### config.mk
export PLATFORM = sky130hd
export DESIGN_NAME = riscv_crypto_sbox_word_seq
export DESIGN_NICKNAME = d
export VERILOG_FILES = /design/src/rtl/riscv_crypto_sbox_word_seq.sv
export SDC_FILE = /design/constraint.sdc
export NUM_CORES = 2
export LEC_CHECK = 0
export ABC_CLOCK_PERIOD_IN_PS = 22100
export BUFFER_PORTS_ARGS = -buffer_cell sky130_fd_sc_hd__buf_4
export CAP_MARGIN = 15
export CORE_MARGIN = 2
export CORE_UTILIZATION = 50
export CTS_BUF_LIST = sky130_fd_sc_hd__clkbuf_4 sky130_fd_sc_hd__clkbuf_8
export DETAILED_ROUTE_END_ITERATION = 6
export PLACE_DENSITY = 0.77
export RECOVER_POWER = 100
export SYNTH_ARGS = -nofsm -noshare
export SYNTH_HDL_FRONTEND = slang
export SYNTH_SLANG_ARGS = --single-unit
### constraint.sdc
create_clock -name g_clk -period 22.1 [get_ports g_clk]
set_clock_uncertainty 0.1 [all_clocks]
set_input_delay 0 -clock g_clk [delete_from_list [all_inputs] [get_ports g_clk]]
set_output_delay 0 -clock g_clk [all_outputs]
set_load 0.01 [all_outputs]
### src/rtl/riscv_crypto_sbox_word_seq.sv
// rtl/riscv_crypto_sbox_word_seq.sv - iterative SubWord/InvSubWord/SM4-tau over one shared S-box
// Optional macro RISCV_CRYPTO_SBOX_WORD_PIPE_EN registers the S-box input byte and op bits.

module riscv_crypto_aes_sm4_sbox (
  input  logic [7:0] operand,
  input  logic       aes,
  input  logic       sm4,
  input  logic       dec,
  output logic [7:0] substituted
);

  // GB/T 32907 table, entry 0 in the most significant byte.
  localparam logic [2047:0] SM4_TABLE = {
    128'hd690e9fecce13db716b614c228fb2c05,
    128'h2b679a762abe04c3aa44132649860699,
    128'h9c4250f491ef987a33540b43edcfac62,
    128'he4b31ca9c908e89580df94fa758f3fa6,
    128'h4707a7fcf37317ba83593c19e6854fa8,
    128'h686b81b27164da8bf8eb0f4b70569d35,
    128'h1e240e5e6358d1a225227c3b01217887,
    128'hd40046579fd327524c3602e7a0c4c89e,
    128'heabf8ad240c738b5a3f7f2cef96115a1,
    128'he0ae5da49b341a55ad933230f58cb1e3,
    128'h1df6e22e8266ca60c02923ab0d534e6f,
    128'hd5db3745defd8e2f03ff6a726d6c5b51,
    128'h8d1baf92bbddbc7f11d95c411f105ad8,
    128'h0ac13188a5cd7bbd2d74d012b8e5b4b0,
    128'h8969974a0c96777e65b9f109c56ec684,
    128'h18f07dec3adc4d2079ee5f3ed7cb3948
  };

  function automatic logic [7:0] gf_mul(input logic [7:0] a, input logic [7:0] b);
    logic [7:0] p;
    logic [7:0] acc;
    p   = a;
    acc = 8'h00;
    for (int i = 0; i < 8; i++) begin
      if (b[i]) acc = acc ^ p;
      p = {p[6:0], 1'b0} ^ (p[7] ? 8'h1b : 8'h00);
    end
    return acc;
  endfunction

  // x^254 is the field inverse, and maps 0 to 0 as AES requires.
  function automatic logic [7:0] gf_inv(input logic [7:0] x);
    logic [7:0] p;
    logic [7:0] r;
    p = x;
    r = 8'h01;
    for (int i = 1; i < 8; i++) begin
      p = gf_mul(p, p);
      r = gf_mul(r, p);
    end
    return r;
  endfunction

  function automatic logic [7:0] affine(input logic [7:0] x);
    return x ^ {x[6:0], x[7]} ^ {x[5:0], x[7:6]} ^ {x[4:0], x[7:5]} ^ {x[3:0], x[7:4]} ^ 8'h63;
  endfunction

  function automatic logic [7:0] inv_affine(input logic [7:0] s);
    return {s[6:0], s[7]} ^ {s[4:0], s[7:5]} ^ {s[1:0], s[7:2]} ^ 8'h05;
  endfunction

  always_comb begin
    substituted = 8'h00;
    if (aes && dec)
      substituted = gf_inv(inv_affine(operand));
    else if (aes)
      substituted = affine(gf_inv(operand));
    else if (sm4)
      substituted = SM4_TABLE[{~operand, 3'b000} +: 8];
  end

endmodule

module riscv_crypto_sbox_word_seq (
  input  logic        g_clk,
  input  logic        g_resetn,
  input  logic        flush,
  input  logic        in_valid,
  output logic        in_ready,
  input  logic        op_aes,
  input  logic        op_dec,
  input  logic [31:0] rs1,
  output logic        out_valid,
  input  logic        out_ready,
  output logic [31:0] result
);

  typedef enum logic [1:0] {IDLE, BUSY, DONE} state_t;

`ifdef RISCV_CRYPTO_SBOX_WORD_PIPE_EN
  localparam logic [2:0] LAST = 3'd4;
`else
  localparam logic [2:0] LAST = 3'd3;
`endif

  state_t      state;
  state_t      state_nxt;
  logic [2:0]  counter;
  logic [31:0] word;
  logic        aes_q;
  logic        dec_q;
  logic [7:0]  sel_byte;
  logic [7:0]  sbox_x;
  logic        sbox_aes;
  logic        sbox_dec;
  logic [7:0]  sbox_y;

  assign sel_byte = word[{counter[1:0], 3'b000} +: 8];

`ifdef RISCV_CRYPTO_SBOX_WORD_PIPE_EN
  logic [7:0] pipe_byte;
  logic       pipe_aes;
  logic       pipe_dec;
  logic [1:0] wr_idx;

  // The pipe stage trails the counter by one, so the byte landing now is counter-1.
  assign wr_idx   = counter[1:0] - 2'd1;
  assign sbox_x   = pipe_byte;
  assign sbox_aes = pipe_aes;
  assign sbox_dec = pipe_dec;
`else
  assign sbox_x   = sel_byte;
  assign sbox_aes = aes_q;
  assign sbox_dec = dec_q;
`endif

  riscv_crypto_aes_sm4_sbox u_sbox (
    .operand     (sbox_x),
    .aes         (sbox_aes),
    .sm4         (~sbox_aes),
    .dec         (sbox_dec),
    .substituted (sbox_y)
  );

  always_ff @(posedge g_clk or negedge g_resetn) begin
    if (!g_resetn) state <= IDLE;
    else           state <= state_nxt;
  end

  always_comb begin
    state_nxt = state;
    in_ready  = 1'b0;
    out_valid = 1'b0;
    case (state)
      IDLE: begin
        in_ready = 1'b1;
        if (in_valid) state_nxt = BUSY;
      end
      BUSY: begin
        if (counter == LAST) state_nxt = DONE;
      end
      DONE: begin
        out_valid = 1'b1;
        if (out_ready) state_nxt = IDLE;
      end
      default: state_nxt = IDLE;
    endcase
    if (flush) state_nxt = IDLE;
  end

  always_ff @(posedge g_clk or negedge g_resetn) begin
    if (!g_resetn) begin
      counter <= 3'd0;
      word    <= 32'h0;
      aes_q   <= 1'b0;
      dec_q   <= 1'b0;
      result  <= 32'h0;
`ifdef RISCV_CRYPTO_SBOX_WORD_PIPE_EN
      pipe_byte <= 8'h00;
      pipe_aes  <= 1'b0;
      pipe_dec  <= 1'b0;
`endif
    end else if (flush) begin
      counter <= 3'd0;
`ifdef RISCV_CRYPTO_SBOX_WORD_PIPE_EN
      pipe_byte <= 8'h00;
      pipe_aes  <= 1'b0;
      pipe_dec  <= 1'b0;
`endif
    end else begin
      case (state)
        IDLE: begin
          if (in_valid) begin
            word    <= rs1;
            aes_q   <= op_aes;
            dec_q   <= op_dec;
            counter <= 3'd0;
          end
        end
        BUSY: begin
          counter <= (counter == LAST) ? 3'd0 : counter + 3'd1;
`ifdef RISCV_CRYPTO_SBOX_WORD_PIPE_EN
          if (counter != LAST) begin
            pipe_byte <= sel_byte;
            pipe_aes  <= aes_q;
            pipe_dec  <= dec_q;
          end
          if (counter != 3'd0) result[{wr_idx, 3'b000} +: 8] <= sbox_y;
`else
          result[{counter[1:0], 3'b000} +: 8] <= sbox_y;
`endif
        end
        default: ;
      endcase
    end
  end

endmodule

Word-level counts from Yosys, hierarchy flattened
Cells that the tools add are included.

storage, ports and cells
  register bits = 71
  bits in latches = 0
  RAM bits = 0
  memory bits (read-only) = 0
  bits of input ports = 39
  output and inout bits = 34
  logic and storage cells = 1168
  memories = 0

operators by class
  add/subtract/negate cells = 2
  multiply operators = 0
  div/mod/pow operators = 0
  $lt $le $gt $ge = 0
  equal/unequal tests = 6
  shift operators = 4
  mux-type cells = 755
  bitwise logic cells = 388
  reduce and logical (&&, ||, !) cells = 7

operator list
  operator                                                                         number
  8-bit two-way mux                                                                547
  8-bit XOR                                                                        370
  2048-bit by 12-bit variable part select with 8-bit output, first input constant  1
  5-bit two-way mux                                                                184
  32-bit bitwise mux                                                               1
  8-bit by 7-bit variable shift with 32-bit output, first input constant           1
  32-bit by 6-bit variable part select with 8-bit output                           1
  8-bit by 7-bit variable part select with 32-bit output                           1
  3-bit two-way mux                                                                5
  1-bit NOT                                                                        15
  7-bit two-way mux                                                                2
  2-bit two-way mux                                                                6
  6-bit two-way mux                                                                2
  3-bit inequality test, second input constant                                     3
  4-bit two-way mux                                                                2
  8-bit NOT                                                                        1
  5-bit negation with 7-bit output                                                 1
  2-bit one-hot mux with 3 select lines                                            1
  3-bit one-hot mux with 2 select lines                                            1
  3-bit AND reduction                                                              2
  1-bit two-way mux                                                                4
  4-bit NOT                                                                        1
  2-bit AND reduction                                                              2
  3-bit by 1-bit adder with 3-bit output, second input constant                    1
  other kinds (7)                                                                  7

Logic depth before layout (Yosys ltp)
  depth in word-level cells = 258
  depth in mapped cells = 74
  gate-level depth less buffers = 58

Cells and area by module
Synthesis repeated with hierarchy kept, for this count alone.

second synthesis, totals
  cells, all modules = 4622
  area, all modules = 35536.6 um^2

modules (own cells, without submodules)
  module                      instances  cells each  area each (um^2)  sequential area each (um^2)
  riscv_crypto_aes_sm4_sbox   1          4422        32432.4           0.0
  riscv_crypto_sbox_word_seq  1          200         3104.2            1776.7

Worst setup path after synthesis
OpenSTA, ideal clock, no wires.

  path type = flip-flop to flip-flop
  start point = register counter[0]
  end point = register result[4]
  setup time = 0.097 ns
  data arrival time = 16.921 ns
  data required time = 21.903 ns
  path slack = 4.983 ns
  stages on the path, launching flop included = 72
  buffers on the path = 14
  clock period less this slack = 17.117 ns
  cell sequence = dfrtp_1 > buf_6 > mux2i_1 > mux2_2 > inv_4 > buf_6 > buf_6 > buf_4 > clkbuf_1 > ha_1 > clkbuf_1 > nand2_1 > xnor2_4 > clkinv_1 > buf_1 > ha_1 > xnor2_1 > nor2_1 > [36 not listed] > o211ai_1 > or4_1 > a21o_1 > and3_1 > buf_2 > nor3_1 > xnor2_2 > xnor3_1 > xnor2_1 > nand2_1 > a31oi_1 > xnor3_1 > xnor3_2 > xnor2_4 > xnor3_1 > xor2_1 > o211a_1 > o31ai_1

on the way
  word-level cells in the longest chain between the ends = 258
  elaborated cells between the ends (all ways) = 1122
  those cells by class = 1 x add/sub; 4 x shift; 744 x mux; 373 x bitwise

RTL lines
  what                                                    RTL line  RTL
  start: declaration                                      101       logic [2:0] counter;
  start signal: assignment                                194       counter <= (counter == LAST) ? 3'd0 : counter + 3'd1;
  32-bit by 6-bit variable part select with 8-bit output  111       assign sel_byte = word[{counter[1:0], 3'b000} +: 8];
  8-bit two-way mux                                       38        if (b[i]) acc = acc ^ p;
  8-bit two-way mux                                       69        else if (aes)
  8-bit two-way mux                                       67        if (aes && dec)
  8-bit XOR                                               38
  8-bit two-way mux                                       38
  8-bit two-way mux                                       69
  8-bit two-way mux                                       67
  [239 not listed]                                        n/a
  8-bit two-way mux                                       69
  8-bit two-way mux                                       67
  8-bit XOR (4 in a row)                                  58        return x ^ {x[6:0], x[7]} ^ {x[5:0], x[7:6]} ^ {x[4:0], x[7:5]} ^ {x[3:0], x[7:4]} ^ 8'h63;
  4-bit NOT (no source line)                              n/a
  8-bit two-way mux                                       69
  8-bit two-way mux                                       67
  8-bit by 7-bit variable part select with 32-bit output  203       result[{counter[1:0], 3'b000} +: 8] <= sbox_y;
  32-bit bitwise mux (*)                                  203
  end signal: indexed assignment                          203
  end: declaration                                        88        output logic [31:0] result

Mark *: on every way between the ends. The rest lies on a longest branch, timed or not. The select of a mux whose other input is x is not followed.
A chain may end at the register's enable or synchronous reset.

Worst setup path in the final report
  start point = register counter[0]
  end point = register result[20]

The elaborated chain is that of the path after synthesis.

==> summary.txt <==
Route
  – DRC: 1
  – Total wire length: 106000 um
  – Via density: 6.33
  – Post-DRT Antenna Nets: 0
  – Routed length per placed instance: 19.9 um
  – Vias: 33800
  – DR pass1 iterations: 7
  – 1st-iter DRT viols: 4125

Clock tree
  – H-tree Lvls: 3
  – Clk Latency, worst-skew pair: 0.36 ns
  – Post-CTS Setup Inserts: 0
  – CTS tree: built
  – Root Buffer Master: clkbuf_8
  – Num CTS Buffers: 9
  – CTS clock-pin slew for the worst setup and hold paths: 0.10 ns
  – CTS max path bufs: 2
  – CTS sink count: 71

Die
  – Starting Density: 50.7%
  – CORE AREA: 67400 um2
  – Floorplan row count: 95
  – Die Span Y: 266 um
  – Die ar.: 70500 um2
  – Top-Level Pins: 73
  – Die X-Extent: 266 um

Yosys
  – Post-synthesis adder-cell area fraction: 1.35%
  – Simple-gate share of the synthesized area: 20.9%
  – Synth Area in Compound Gates: 18.9%
  – Seq/Total Area, Yosys: 5.20%
  – Yosys top cell by area: xnor2_1
  – #FFs+latches synth: 71
  – Top cell type's share of synthesized area: 19.7%
  – Synth warnings: 0
  – Netlist cell types: 100
  – Synthesized area: 34200 um2
  – Synth Net Count: 4612
  – Synth cell count leaders: xnor2_1 (771), nor2_1 (629), nand2_1 (507)
  – Synth Flop Type: dfrtp_1
  – Xor/xnor cell area share of the yosys netlist: 43.3%
  – Largest family of logic cells by synthesized area: XOR/XNOR gates
  – Mapped Cells: 4536
  – Number of synthesized flops with an enable pin: 0
  – Cells taking the most area after synthesis: xnor2_1 (20%), xnor3_1 (11%), nor2_1 (6.9%)
  – Async SR Flop Fraction: 100%
  – Syn Area/Cell: 7.54 um2
  – Most frequent cell after synthesis: xnor2_1
  – Mux contribution to synthesized area: 5.64%

Global routing
  – Antenna violations before repair: 6
  – First-pass GRT wire length: 170000 um
  – Gr usage total: 29.1%
  – GRT busiest layer: met2
  – M1 GR Usage: 39.3%
  – Vias in the first global route: 31200
  – Largest net degree at the start of global routing: 77
  – Met2 Use GR: 47.3%
  – Total gr overflow: 0
  – Met3 usage: 3.55%

Critical path
  – R2R cell count: 58
  – CP dominant cell by count: xnor3_1
  – Minimum setup slack among reg-to-reg paths: 1.72 ns
  – CP arrival: 20.56 ns
  – CP Launch Point: counter[0]
  – Critical Path Sink Type: register
  – Worst Path Required: 22.27 ns
  – Slowest cell on the critical path: xnor2_2
  – RR Endpoint: result[20]
  – R2r startpoint: counter[0]
  – Critical path fanouts, max: 40
  – Crit Path Class: register to register
  – Largest stage delay, worst path: 0.80 ns
  – Setup crit start kind: register
  – CP endpoint: result[20]

STA
  – Worst-margin pin slew: 4.02 ns
  – Fmax: 49.1 MHz
  – Final Setup Violations: 0
  – Setup tns final: 0 ns
  – Final worst path period need: 20.38 ns
  – Slew Viols, Final: 81
  – Relative slew slack: -168%
  – Hold Fails Final Rpt: 0
  – RSZ-0062 raised after global routing: false
  – Final period util: 92.2%

Run status
  – Status: finished, violations left
  – Failing checks: DRC, capacitance limit, slew limit

Run
  – MaxCap Viol Count: 2

Worst hold path
  – Hold Crit Class: input pin to register

Final layout
  – Final nets: 4531
  – Layout Area Growth over Synthesis: 5.09%
  – Fill cells: 6314
  – Share of layout cells above drive strength 1: 9.17%

Placed design
  – DPL Wire Length: 75300 um
  – Placer Congestion: 1.02
  – IO Port Bufs: 72
==> per-layer routing <==
layer	up-vias	wire, um
met5	-	39
met4	6	4200
met3	301	9710
met2	1830	48400
met1	16000	43900
li1	15700	-
==> stage by stage <==
stage / area (um2) / setup slack [ns] / util, % / cells / hold slack, ns
after floorplan: 34200 / 4.98 / - / 4536 / -0.396
after global placement: 35500 / 2.44 / 52.7 / 5278 / 0.0845
after detailed placement: 35500 / 1.84 / 52.7 / 5278 / 0.0932
after CTS: 36100 / 1.75 / 53.5 / 5331 / 0.0345
after global routing: 35900 / 0.155 / 53.3 / 5334 / 0.0770
final: 35900 / 1.72 / 53.3 / 5336 / 0.0708
==> cell families after synthesis <==
| logic type | after synthesis |
|---|---|
| buf+inv | 382 |
| compound gates | 987 |
| mux | 176 |
| fa+ha+maj | 37 |
| flops | 71 |
| simple gates | 1627 |
| xor+xnor | 1256 |
==> critical path: cells and delay by family (launching register included) <==
family,cells,cell delay [ns]
AND/OR/NAND/NOR,16,3.27
flip-flops,1,0.76
XOR/XNOR,24,9.28
AO/OA/AOI/OAI,6,1.44
adder cells (fa/ha/maj),4,2.12
buffers and inverters,5,2.15
multiplexers,3,1.12
==> how the worst min path moves through the flow <==
stage,startpoint,to,slack (ns),cells past startpoint
after floorplan,g_resetn,aes_q,-0.40,0
after global placement,g_resetn,state[1],0.08,1
after detailed placement,g_resetn,state[1],0.09,1
after CTS,in_valid,state[0],0.03,3
after global routing,in_valid,counter[1],0.08,6
final,in_valid,counter[0],0.07,6
==> final cells by class <==
class | count | area (um2) | area share, %
Timing Repair Buffer | 236 | 1730 | 4.81
Clock buffer | 9 | 124 | 0.345
Tap cell | 873 | 1090 | 3.04
Inverter | 54 | 208 | 0.578
Antenna cell | 3 | 7.51 | 0.0209
Clock inverter | 7 | 48.8 | 0.136
Sequential cell | 71 | 1780 | 4.95
Multi-Input combinational cell | 4083 | 30900 | 86.1
==> repair_timing <==
item,4_1_cts,5_1_grt
gates resized for setup,0,1
setup endpoints to repair,0,9
hold endpoints to repair,109,0
hold buffers,37,0
==> state kept, by name, summed over array words and instances, names as in the netlist <==
signal / flops
dec_q: 1
word: 32
result: 32
state: 2
aes_q: 1
counter: 3
==> cells in the final DEF, fill, tap and decap left out, types with 20 or more instances in the layout <==
master	Yosys	layout
clkbuf_1	212	36
xor2_2	13	20
o21ai_0	210	213
xor3_1	26	27
a211oi_1	56	56
nand2_1	507	507
o211ai_1	53	54
a311oi_1	26	26
nor2b_1	36	36
and3_1	27	27
nor2_1	629	629
ha_1	37	37
a31oi_1	56	56
inv_1	41	41
nand3_1	101	101
o31ai_1	47	47
and2_1	22	22
or3_1	25	25
xnor2_1	771	757
xnor3_1	170	171
mux2_2	65	64
buf_4	18	162
a21oi_1	238	238
dfrtp_1	71	70
xor2_1	193	186
o22ai_1	51	51
nor4_1	21	21
dlygate4sd3_1	0	37
mux2i_1	102	102
xnor2_2	47	61
nand2b_1	40	40
nor3_1	127	127
a22oi_1	28	28
Power is left out: the tool's default activity adds up to more than one toggle a clock period on the data nets, which glitch-free logic cannot reach.
